===== src/rtl/ysyx_22050058_lsu_pkg.sv =====
// Shared types for the load/store unit: access size codes, FSM states and
// the natural-alignment rule.
package ysyx_22050058_lsu_pkg;

    typedef enum logic [1:0] {
        LSU_B = 2'b00,
        LSU_H = 2'b01,
        LSU_W = 2'b10,
        LSU_D = 2'b11
    } lsu_size_e;

    typedef enum logic [1:0] {
        S_IDLE,
        S_RD_WAIT,
        S_WR_WAIT,
        S_DONE
    } lsu_state_e;

    function automatic logic size_misaligned(lsu_size_e size, logic [2:0] off);
        case (size)
            LSU_B:   return 1'b0;
            LSU_H:   return off[0];
            LSU_W:   return |off[1:0];
            default: return |off;
        endcase
    endfunction

endpackage


===== src/rtl/ysyx_22050058_lsu_align.sv =====
// Combinational lane alignment: byte strobes, store-data shift, load-data
// extraction with sign/zero extension, and the misalignment flag.
module ysyx_22050058_lsu_align
    import ysyx_22050058_lsu_pkg::*;
#(
    parameter int unsigned DATA_W = 64,
    parameter int unsigned ADDR_W = 64
) (
    input  logic [1:0]          size,
    input  logic                zext,
    input  logic [ADDR_W-1:0]   addr,
    input  logic [DATA_W-1:0]   wdata,
    input  logic [DATA_W-1:0]   rdata_raw,
    output logic [DATA_W/8-1:0] strobe,
    output logic [DATA_W-1:0]   wdata_sh,
    output logic [DATA_W-1:0]   rdata_fmt,
    output logic [ADDR_W-1:0]   addr_al,
    output logic                misalign
);
    localparam int unsigned BYTES = DATA_W / 8;
    localparam int unsigned OFF_W = $clog2(BYTES);

    lsu_size_e        size_e;
    logic [OFF_W-1:0] off;
    logic [BYTES-1:0] size_mask;
    logic [DATA_W-1:0] rd_shifted;

    assign size_e     = lsu_size_e'(size);
    assign off        = addr[OFF_W-1:0];
    assign strobe     = size_mask << off;
    assign wdata_sh   = wdata << {off, 3'b000};
    assign rd_shifted = rdata_raw >> {off, 3'b000};
    assign addr_al    = {addr[ADDR_W-1:OFF_W], {OFF_W{1'b0}}};
    assign misalign   = size_misaligned(size_e, addr[2:0]);

    always_comb begin
        case (size_e)
            LSU_B:   size_mask = BYTES'(8'h01);
            LSU_H:   size_mask = BYTES'(8'h03);
            LSU_W:   size_mask = BYTES'(8'h0F);
            default: size_mask = BYTES'(8'hFF);
        endcase
    end

    always_comb begin
        case (size_e)
            LSU_B:   rdata_fmt = zext ? DATA_W'(rd_shifted[7:0])
                                      : {{(DATA_W-8){rd_shifted[7]}}, rd_shifted[7:0]};
            LSU_H:   rdata_fmt = zext ? DATA_W'(rd_shifted[15:0])
                                      : {{(DATA_W-16){rd_shifted[15]}}, rd_shifted[15:0]};
            LSU_W:   rdata_fmt = zext ? DATA_W'(rd_shifted[31:0])
                                      : {{(DATA_W-32){rd_shifted[31]}}, rd_shifted[31:0]};
            default: rdata_fmt = rd_shifted;
        endcase
    end

endmodule


===== src/rtl/ysyx_22050058_lsu.sv =====
// Load/store unit: one outstanding data-memory transaction at a time, with
// pipeline stall request, flush kill, misalignment trap and watchdog.
module ysyx_22050058_lsu
    import ysyx_22050058_lsu_pkg::*;
#(
    parameter int unsigned DATA_W  = 64,
    parameter int unsigned ADDR_W  = 64,
    parameter int          TIMEOUT = 255
) (
    input  logic                clk,
    input  logic                rst,
    input  logic                flush_i,
    input  logic                lsu_req_i,
    input  logic                lsu_we_i,
    input  logic [1:0]          lsu_size_i,
    input  logic                lsu_unsigned_i,
    input  logic [ADDR_W-1:0]   lsu_addr_i,
    input  logic [DATA_W-1:0]   lsu_wdata_i,
    output logic [DATA_W-1:0]   lsu_rdata_o,
    output logic                lsu_done_o,
    output logic                lsu_stallreq_o,
    output logic                lsu_misalign_o,
    output logic                lsu_err_o,
    output logic                memre_o,
    output logic [DATA_W/8-1:0] memwe_o,
    output logic [ADDR_W-1:0]   memaddr_o,
    output logic [DATA_W-1:0]   memwdata_o,
    input  logic [DATA_W-1:0]   memrdata_i,
    input  logic                memrdatavaild_i,
    input  logic                memwdatavaild_i
);
    localparam int unsigned TMR_W = (TIMEOUT < 256) ? 8 : $clog2(TIMEOUT + 1);

    lsu_state_e         state;
    logic [ADDR_W-1:0]  addr_q;
    logic [1:0]         size_q;
    logic               zext_q;
    logic [DATA_W-1:0]  wdata_q;
    logic               kill_q;
    logic [TMR_W-1:0]   timer;

    logic               in_idle;
    logic               bus_valid;
    logic               timeout_hit;
    logic [DATA_W/8-1:0] al_strobe;
    logic [DATA_W-1:0]  al_wdata;
    logic [DATA_W-1:0]  al_rdata;
    logic [ADDR_W-1:0]  al_addr;
    logic               al_misalign;

    // Idle: align the incoming request; waiting: re-derive from the captured one.
    assign in_idle = (state == S_IDLE);

    ysyx_22050058_lsu_align #(
        .DATA_W (DATA_W),
        .ADDR_W (ADDR_W)
    ) u_align (
        .size      (in_idle ? lsu_size_i     : size_q),
        .zext      (in_idle ? lsu_unsigned_i : zext_q),
        .addr      (in_idle ? lsu_addr_i     : addr_q),
        .wdata     (in_idle ? lsu_wdata_i    : wdata_q),
        .rdata_raw (memrdata_i),
        .strobe    (al_strobe),
        .wdata_sh  (al_wdata),
        .rdata_fmt (al_rdata),
        .addr_al   (al_addr),
        .misalign  (al_misalign)
    );

    assign bus_valid   = (state == S_RD_WAIT) ? memrdatavaild_i : memwdatavaild_i;
    assign timeout_hit = (TIMEOUT != 0) && (timer == TMR_W'(TIMEOUT - 1));

    assign lsu_stallreq_o = (in_idle && lsu_req_i && !flush_i && !al_misalign)
                          || (state == S_RD_WAIT) || (state == S_WR_WAIT);

    always_ff @(posedge clk) begin
        if (rst) begin
            state          <= S_IDLE;
            addr_q         <= '0;
            size_q         <= '0;
            zext_q         <= 1'b0;
            wdata_q        <= '0;
            kill_q         <= 1'b0;
            timer          <= '0;
            lsu_rdata_o    <= '0;
            lsu_done_o     <= 1'b0;
            lsu_misalign_o <= 1'b0;
            lsu_err_o      <= 1'b0;
            memre_o        <= 1'b0;
            memwe_o        <= '0;
            memaddr_o      <= '0;
            memwdata_o     <= '0;
        end else begin
            lsu_done_o     <= 1'b0;
            lsu_misalign_o <= 1'b0;
            lsu_err_o      <= 1'b0;
            case (state)
                S_IDLE: begin
                    timer  <= '0;
                    kill_q <= 1'b0;
                    if (lsu_req_i && !flush_i) begin
                        addr_q  <= lsu_addr_i;
                        size_q  <= lsu_size_i;
                        zext_q  <= lsu_unsigned_i;
                        wdata_q <= lsu_wdata_i;
                        if (al_misalign) begin
                            lsu_misalign_o <= 1'b1;
                            lsu_done_o     <= 1'b1;
                        end else begin
                            memaddr_o <= al_addr;
                            if (lsu_we_i) begin
                                memwe_o    <= al_strobe;
                                memwdata_o <= al_wdata;
                                state      <= S_WR_WAIT;
                            end else begin
                                memre_o    <= 1'b1;
                                memwe_o    <= '0;
                                memwdata_o <= '0;
                                state      <= S_RD_WAIT;
                            end
                        end
                    end
                end
                S_RD_WAIT, S_WR_WAIT: begin
                    if (bus_valid || timeout_hit) begin
                        memre_o    <= 1'b0;
                        memwe_o    <= '0;
                        memaddr_o  <= '0;
                        memwdata_o <= '0;
                        timer      <= '0;
                        state      <= S_IDLE;
                        if (!bus_valid) begin
                            lsu_err_o <= 1'b1;
                        end else if (!(kill_q || flush_i)) begin
                            lsu_done_o  <= 1'b1;
                            lsu_rdata_o <= (state == S_RD_WAIT) ? al_rdata : '0;
                            state       <= S_DONE;
                        end
                    end else begin
                        if (timer != '1) begin
                            timer <= timer + 1'b1;
                        end
                        if (flush_i) begin
                            kill_q <= 1'b1;
                        end
                        memaddr_o <= al_addr;
                        if (state == S_WR_WAIT) begin
                            memwe_o    <= al_strobe;
                            memwdata_o <= al_wdata;
                        end
                    end
                end
                S_DONE: begin
                    state <= S_IDLE;
                end
                default: begin
                    state <= S_IDLE;
                end
            endcase
        end
    end

endmodule


===== config.mk =====
export PLATFORM = sky130hd
export DESIGN_NAME = ysyx_22050058_lsu
export DESIGN_NICKNAME = d
export VERILOG_FILES = /design/src/rtl/ysyx_22050058_lsu_pkg.sv /design/src/rtl/ysyx_22050058_lsu_align.sv /design/src/rtl/ysyx_22050058_lsu.sv
export SDC_FILE = /design/constraint.sdc
export NUM_CORES = 1
export LEC_CHECK = 0
export CAP_MARGIN = 20
export CORE_ASPECT_RATIO = 0.8
export CORE_MARGIN = 5
export CORE_UTILIZATION = 23
export DETAILED_ROUTE_END_ITERATION = 10
export GPL_TIMING_DRIVEN = 0
export REMOVE_ABC_BUFFERS = 1
export SYNTH_ARGS = -nofsm -noshare
export SYNTH_HDL_FRONTEND = slang
export SYNTH_SLANG_ARGS = --single-unit

===== constraint.sdc =====
create_clock -name clk -period 3.03 [get_ports clk]
set_input_delay 0.606 -clock clk [delete_from_list [all_inputs] [get_ports clk]]
set_output_delay 0.606 -clock clk [all_outputs]
set_load 0.05 [all_outputs]

## Yosys cells after proc, flatten, opt, wreduce, memory -nomap -nowiden

Index checks and enable logic that the tools add are counted.

- Flip-flop bits (word level): 346
- Input port bits: 202
- Output and inout bits: 205
- Word-level logic and storage cells: 117

- Add/subtract/negate cells: 1
- Equality and inequality tests: 15
- Shifts and indexed selects: 3
- Mux-type cells: 53
- Bitwise logic cells: 4
- Reduce and logical (&&, ||, !) cells: 26

Operator list:

| kind | count |
|---|---|
| $mux 64 | 14 |
| $pmux 64 s2 | 2 |
| $pmux 64 s3 | 1 |
| $shl 64x6->64 | 1 |
| $shr 64x6->64 | 1 |
| $mux 8 | 7 |
| $pmux 8 s2 | 2 |
| $pmux 8 s3 | 1 |
| $mux 1 | 14 |
| $mux 2 | 7 |
| $ne 2x2->1 const B | 5 |
| $reduce_and 3->1 | 3 |
| $add 8x1->8 const B | 1 |
| $eq 8x8->1 const B | 1 |
| $ne 8x8->1 const B | 1 |
| $reduce_and 4->1 | 2 |
| $shl 8x3->8 | 1 |
| $eq 2x2->1 const B | 3 |
| $ne 3x3->1 const B | 2 |
| $pmux 1 s2 | 3 |
| $pmux 2 s3 | 1 |
| $reduce_or 2->1 | 3 |
| $reduce_or 3->1 | 2 |
| $reduce_and 5->1 | 1 |
| 10 further kinds | 23 |

## Logic depth before layout (Yosys ltp)

Gate-level depths: netlist of run 1.

- Word-level depth: 9
- Gate-level depth with buffers: 13
- Gate-level depth less buffers: 8

## By module

A second synthesis of run 1 with hierarchy kept.

- Cell total of the unflattened synthesis: 2094
- Area total of the unflattened synthesis: 18338.8 um2

Modules (own cells, without submodules):

| module | instances | cells each | area each (um2) | sequential area each (um2) |
|---|---|---|---|---|
| ysyx_22050058_lsu | 1 | 1413 | 13451.7 | 6926.6 |
| ysyx_22050058_lsu_align | 1 | 681 | 4887.2 | 0.0 |

## Least setup slack after synthesis of run 1

Ideal clock, no wire load.

- Path type: register to output
- From: register state[0]
- To: output lsu_stallreq_o
- Data arrival time: 2.313 ns
- Required time: 2.424 ns
- Setup slack: 0.111 ns
- Cell stages (with the launch flop): 11
- Path buffers: 4
- Cells stage by stage: dfxtp_1 -> inv_1 -> ha_1 -> buf_6 -> mux2i_4 -> buf_2 -> buf_4 -> buf_2 -> o22ai_1 -> nor2_1 -> or3_1

- Longest elaborated chain between the ends: 8
- Elaborated cells on any way between the ends: 17
- Classes of those cells: 4 x eq/ne; 3 x mux; 10 x reduce/logical

RTL lines:

| item | RTL line | text |
|---|---|---|
| start, declared | ysyx_22050058_lsu.sv:34 | `lsu_state_e state;` |
| start signal, assigned | ysyx_22050058_lsu.sv:78 | `state <= S_IDLE;` |
| start signal, assigned | ysyx_22050058_lsu.sv:114 | `state <= S_WR_WAIT;` |
| start signal, assigned | ysyx_22050058_lsu.sv:119 | `state <= S_RD_WAIT;` |
| $logic_not 2->1 | ysyx_22050058_lsu.sv:52 | `assign in_idle = (state == S_IDLE);` |
| $mux 2 / $mux 64 (equally long branches) | ysyx_22050058_lsu.sv:58, ysyx_22050058_lsu.sv:60 |  |
| $eq 2x2->1, or another cell as far along | ysyx_22050058_lsu_pkg.sv:20 | `case (size)` |
| $pmux 1 s3 | ysyx_22050058_lsu_pkg.sv:20 |  |
| $logic_not 1->1 | ysyx_22050058_lsu.sv:73 | `assign lsu_stallreq_o = (in_idle && lsu_req_i && !flush_i && !al_misalign)` |
| $logic_and 1x1->1 | ysyx_22050058_lsu.sv:73 |  |
| $logic_or 1x1->1 | ysyx_22050058_lsu.sv:74 | `\|\| (state == S_RD_WAIT) \|\| (state == S_WR_WAIT);` |
| $logic_or 1x1->1 (*) | ysyx_22050058_lsu.sv:74 |  |
| end, declared | ysyx_22050058_lsu.sv:21 | `output logic lsu_stallreq_o,` |

Mark *: on every way between the ends. The rest lies on a longest branch, timed or not.

## Worst setup path after layout of run 1

- From: input lsu_addr_i[2]
- To: output lsu_stallreq_o

- Longest elaborated chain between the ends: 7

RTL lines:

| item | RTL line | text |
|---|---|---|
| start, declared | ysyx_22050058_lsu.sv:17 | `input logic [ADDR_W-1:0] lsu_addr_i,` |
| $mux 64 | ysyx_22050058_lsu.sv:60 | `.addr (in_idle ? lsu_addr_i : addr_q),` |
| $reduce_or 3->1 | ysyx_22050058_lsu_pkg.sv:24 | `default: return \|off;` |
| $pmux 1 s3 | ysyx_22050058_lsu_pkg.sv:20 |  |
| $logic_not 1->1 | ysyx_22050058_lsu.sv:73 |  |
| $logic_and 1x1->1 | ysyx_22050058_lsu.sv:73 |  |
| $logic_or 1x1->1 (2 in series) | ysyx_22050058_lsu.sv:74 |  |

Every way passes these cells.

==> out/metrics.cfg, run 1 <==
[final_layout]
drive_above_1_share_pct=11.28
num-fill-cells=7794
final_util_pct=33.35
finalNetCount=2614
area_growth_syn_to_layout_pct=44.26

[global_routing]
grt_overflow=0
grt_max_degree=101
grtUsageTotal_pct=17.40
grt_pass1_wl_um=108600
antenna_found_initial=11
grt_pass1_vias=16098

[clock_tree]
cts_buffer_depth=3
cts_root_buf=clkbuf_16
numClockSinks=343
clkLatencyLatePin_ns=0.56
path_clk_slew_ns=0.05
cts_tree=done
hold_buffers=0
h-tree-depth=2
cts_inserted_buffers=41

[synthesis]
synth-edff-count=0
ys.flop_type=dfxtp_1
synth.avg_cell_area_um2=8.469
async_flop_share_pct=0
synth_top_area_share_pct=39.55
yosys_warnings=0
yosys.area.top_type=dfxtp_1
synth_cell_types=68
yosysSeqAreaShare_pct=39.55
synthTopCellsByCount=nand2_1, dfxtp_1, a21oi_1
yosys.cell_count.top_type=nand2_1
ys_seq_elements=343
synth_area_um2=17360
syn-instance-count=2050
synthTopCellsByArea=dfxtp_1, mux2i_1, nand2_1

[floorplan]
fp.dieW_um=317.2
pin_count=407
design.die.area_um2=81110
fp.coreArea_um2=75110
initial_utilization_pct=23.12
die_y_um=255.7
rows=90

[worst_setup_path]
slowest_stage=clkdlybuf4s50_1
slowest_delay_ns=0.72
worst_setup_path_start_kind=primary input
cp.arrival_ns=2.46
critPathCaptureType=output pin
path_max_fanout=7
critPathKind=in2out
worst-path-buf-inv=2
crit_family=buffers and inverters
crit_chain=clkdlybuf4s50_1 > mux2_8 > a21oi_4 > o22ai_4 > nor2_2 > or3_1 > buf_6
worstPathRequired_ns=2.42

[timing]
fin_ws_ns=-0.03640
fmax_mhz=326.1
finalMaxSlewViolations=0
tightest_slew_ns=1.136
layout_min_cycle_time_ns=3.066
setup_viol=1
max-slew-margin-rel_pct=24.30
finalSetupTns_ns=-0.03640
rsz0062_at_grt=yes
fin_worst_skew_ns=0.008872
fin_crit_sh_pct=101.2
final_hold_viol_count=0

[place]
place.gp.congestion=0.8636
io_buffers=403
pre_cts_ws_ns=-1.712
dp_hpwl_um=48700

[detailed_routing]
route.detailed.drc=0
vias=17327
drtAntennaViolNets=0
drt-wirelength-per-cell_um=22.24
vias_per_cell=5.011
first_pass_iters=6
drt_iter0_drc=1693
wl_um=76900

[outcome]
status=complete, but fails checks
violations=negative setup slack

[power]
p_leak_nw=9.220
vdd_drop_max_uv=473.3
p_per_area_nw_per_um2=981.1

[min_path]
hold_path_class=in2reg

[flow_run]
maxCapViolCount=0

[worst register-to-register path, cell delays in order (launching register included)]
cell,delay (ns)
dfxtp_2,0.33
inv_2,0.08
ha_4,0.25
buf_16,0.17
buf_4,0.12
mux2_8,0.50
mux2i_1,0.39
mux2i_4,0.15
o21ai_4,0.29
a211oi_4,0.12
buf_12,0.19
a221o_1,0.28
[routing by layer]
| metal | routed length (um) | share of wire (%) | GRT usage, % |
|---|---|---|---|
| met1 | 34820 | 45 | 24.56 |
| met2 | 34420 | 45 | 27.19 |
| met3 | 5355 | 7.0 | 2.874 |
| met4 | 2212 | 2.9 | 5.449 |
| met5 | 80 | 0.10 | 0 |
[flip-flops by register name (all words and copies together), names as in the netlist]
name / count
timer: 8
memre_o: 1
memwe_o: 8
memaddr_o: 61
lsu_misalign_o: 1
lsu_rdata_o: 64
addr_q: 64
state: 2
wdata_q: 64
size_q: 2
memwdata_o: 64
zext_q: 1
kill_q: 1
lsu_err_o: 1
lsu_done_o: 1
[repair_timing]
item,CTS,global route
resized for setup,38,27
pin swaps,8,9
cloned,8,3
setup buffers,45,12
endpoints found under the setup margin,201,149
[report_power, final]
part           internal (mW)  switching, mW
clock                   3.15           2.10
sequential              5.19          0.384
combinational           5.08           8.66
[cell type report]
cell class / count / area, um^2 / area share, %
clock buffer: 61 / 1264 / 5.045
tap: 1012 / 1266 / 5.055
inverter: 9 / 33.78 / 0.1349
multi-input combinational: 1515 / 9966 / 39.79
clock inverter: 14 / 168.9 / 0.6744
timing repair buffer: 496 / 5455 / 21.78
antenna: 8 / 20.02 / 0.07993
sequential: 343 / 6873 / 27.44
[cells in the final DEF (no fill, tap or decap), types with 11 or more instances in the layout]
master,synthesis,final
buf_4,14,45
nand3_1,27,27
o211ai_1,25,25
o2bb2ai_1,18,18
o31ai_2,14,14
or3_1,11,11
buf_16,0,15
clkbuf_8,0,12
nand3b_1,62,62
mux2i_1,177,169
o21ai_1,17,17
nor2_1,77,70
nand2_1,447,445
a221o_1,22,22
a21oi_1,212,211
dfxtp_1,343,340
o21ai_0,63,63
clkbuf_16,0,45
o31ai_1,63,63
a22o_1,21,21
a211oi_1,55,53
o22ai_1,18,17
nor3_1,11,11
clkdlybuf4s50_1,0,399
mux2_2,16,17
buf_12,0,20
[kinds of logic after synthesis]
| group | synth area share, % |
|---|---|
| adders and majority gates | 0.4324 |
| other | 0.02160 |
| AOI/OAI and AO/OA | 23.52 |
| buffers and inverters | 5.592 |
| and+or+nand+nor | 17.30 |
| xor gates and xnor gates | 0.2018 |
| DFF | 39.55 |
| muxes | 13.39 |
[metrics by stage]
step	cells	area (um^2)	total power [mW]	hold slack, ns
3_3_place_gp	3276	21730	10.53	0.4324
2_1_floorplan	1861	16430	9.791	0.4278
6_report	3458	25050	24.57	0.4396
5_1_grt	3457	25040	25.68	0.4450
3_5_place_dp	3308	22530	17.40	0.4408
4_1_cts	3436	24740	24.15	0.4239
[worst paths after layout]
| path | slack (ns) | endpoint | start | cells after the start |
|---|---|---|---|---|
| max | -0.04 | lsu_stallreq_o | lsu_addr_i[2] | 7 |
| min | 0.44 | addr_q[49] | rst | 2 |
| max reg2reg | 0.04 | lsu_rdata_o[19] | state[0] | 11 |
| min reg2reg | 0.45 | lsu_rdata_o[1] | lsu_rdata_o[1] | 2 |
Note: power is estimated with default switching activity, not from simulation.
==> run 2: changes to the inputs <==
--- a/config.mk
+++ b/config.mk
@@ -9,9 +9,9 @@
 export CORE_ASPECT_RATIO = 0.8
 export CORE_MARGIN = 5
 export CORE_UTILIZATION = 23
+export CTS_CLUSTER_DIAMETER = 150
 export DETAILED_ROUTE_END_ITERATION = 10
 export GPL_TIMING_DRIVEN = 0
-export REMOVE_ABC_BUFFERS = 1
 export SYNTH_ARGS = -nofsm -noshare
 export SYNTH_HDL_FRONTEND = slang
 export SYNTH_SLANG_ARGS = --single-unit
==> out/metrics.cfg, run 2 (same netlist as run 1, synthesis figures left out) <==
[outcome]
status=complete, but fails checks
violations=negative setup slack

[global_routing]
antenna_found_initial=18
grt_max_degree=13
grt_overflow=0
grtUsageTotal_pct=20.40
grt_pass1_vias=17221
grt_pass1_wl_um=124300

[clock_tree]
h-tree-depth=2
numClockSinks=343
cts_buffer_depth=3
path_clk_slew_ns=0.06
cts_root_buf=clkbuf_16
cts_inserted_buffers=40
cts_tree=done
clkLatencyLatePin_ns=0.59
hold_buffers=0

[power]
vdd_drop_max_uv=538.2
intPower_mw=12.72
p_per_area_nw_per_um2=987.3
p_total_mw=24.20
clockPowerShare_pct=21.3
swShare_pct=47.45
combPwrFrac_pct=55.4
p_leak_nw=9.062
net-switching-power_mw=11.48
power_frac_seq_pct=23.3

[flow_run]
maxCapViolCount=0

[timing]
fmax_mhz=322.0
rsz0062_at_grt=yes
finalSetupTns_ns=-0.07584
tightest_slew_ns=0.9847
layout_min_cycle_time_ns=3.106
fin_hold_ws_ns=0.4488
final_hold_viol_count=0
finalMaxSlewViolations=0
fin_crit_sh_pct=102.5
fin_worst_skew_ns=0.03577
fin_ws_ns=-0.07584
max-slew-margin-rel_pct=34.35
setup_viol=1

[detailed_routing]
drtAntennaViolNets=0
vias=18254
drt-wirelength-per-cell_um=24.57
first_pass_iters=5
vias_per_cell=5.117
wl_um=87640
drt_iter0_drc=1992
route.detailed.drc=0

[place]
place.gp.congestion=0.9460
dp.cells=3466
postPlaceCellArea_um2=22660
dp_hpwl_um=68130
io_buffers=402
pre_cts_ws_ns=-1.959

[worst_setup_path]
worst-path-buf-inv=5
cp.arrival_ns=2.50
crit_family=buffers and inverters
slowest_stage=dfxtp_2
slowest_delay_ns=0.34
path_max_fanout=8
worst_setup_path_start_kind=flop
worstPathRequired_ns=2.42
r2r-start=state[1]
crit_chain=inv_2 > ha_4 > buf_6 > buf_8 > mux2i_2 > buf_4 > o22ai_4 > nor2_2 > or3_4 > buf_12
reg2reg_depth=11
regToRegEndpoint=lsu_rdata_o[20]
critPathCaptureType=output pin
critPathKind=reg2out
rrSetupSlack_ns=0.05

[final_layout]
mostFrequentLayoutCell=nand2_1
area_growth_syn_to_layout_pct=41.19
final_util_pct=32.64
stdcell_area_um2=24510
finalNetCount=2726
final_cells=3567
most-common-layout-cells=nand2_1, clkdlybuf4s50_1, dfxtp_1
num-fill-cells=7991
drive_above_1_share_pct=11.12

[min_path]
min_path_cells=2
hold_path_end=lsu_rdata_o[52]
hold_path_class=reg2reg
hp-start=lsu_rdata_o[52]

[floorplan]
fp.dieW_um=317.2
rows=90
initial_utilization_pct=23.12
die_y_um=255.7
pin_count=407
design.die.area_um2=81110
fp.coreArea_um2=75110

[run 2: cell types whose count changed in the layout (fill, tap and decap cells not counted), moves of 5 or more]
cell      previous run  this run
buf_6                5        13
buf_4               45        37
clkbuf_1             6        91
buf_2                1        45
buf_16              15         0
buf_12              20         6
mux2i_1            169       174
clkbuf_2             0        24
[run 2: layer usage]
| layer | vias up | part of all wire (%) | GRT usage [%] |
|---|---|---|---|
| li1 | 8344 | - | - |
| met1 | 8799 | 43 | 27.93 |
| met2 | 952 | 43 | 31.21 |
| met3 | 149 | 12 | 6.938 |
| met4 | 10 | 2.5 | 4.513 |
| met5 | - | 0.070 | 0 |
[run 2: power by group through the flow]
| stage | sequential, mW | clock [mW] | combinational [mW] |
|---|---|---|---|
| finish | 5.65 | 5.15 | 13.4 |
| global route | 5.71 | 5.45 | 14.0 |
| CTS | 5.64 | 5.25 | 12.9 |
| detailed placement | 5.73 | 0 | 12.4 |
| global placement | 5.73 | 0 | 12.4 |
| floorplan | 7.20 | 0 | 6.40 |
[run 2: how the worst max path moves through the flow]
stage,startpoint,end,depth (start not counted)
floorplan,state[0],lsu_stallreq_o,10
global placement,lsu_addr_i[0],lsu_stallreq_o,10
detailed placement,lsu_addr_i[0],lsu_stallreq_o,10
CTS,state[0],lsu_stallreq_o,11
global route,state[0],lsu_stallreq_o,10
finish,state[0],lsu_stallreq_o,10
[run 2: layout make-up]
class                      count  area (um^2)  area share (%)
multi-input combinational   1509         9684           39.51
sequential                   343         6869           28.02
timing repair buffer         428         4249           17.33
tap                         1012         1266           5.165
clock buffer                  58         1191           4.859
buffer                       187         1023           4.175
clock inverter                10        168.9          0.6891
inverter                       9        33.78          0.1378
antenna                       11        27.53          0.1123
[run 2: worst reg2reg max path, cell delays in order, from the launching register on]
cell	delay (ns)
dfxtp_2	0.32
inv_2	0.07
ha_4	0.13
buf_6	0.14
mux2i_4	0.36
buf_4	0.29
buf_2	0.36
mux2i_1	0.49
mux2i_1	0.20
nand2_1	0.10
o21ai_0	0.10
a221o_1	0.33
[run 2: timing repair]
item / 4_1_cts / 5_1_grt
setup endpoints to repair: 268 / 168
resized for setup: 59 / 54
pin swaps: 5 / 4
gates cloned: 0 / 0
setup buffers: 17 / 9
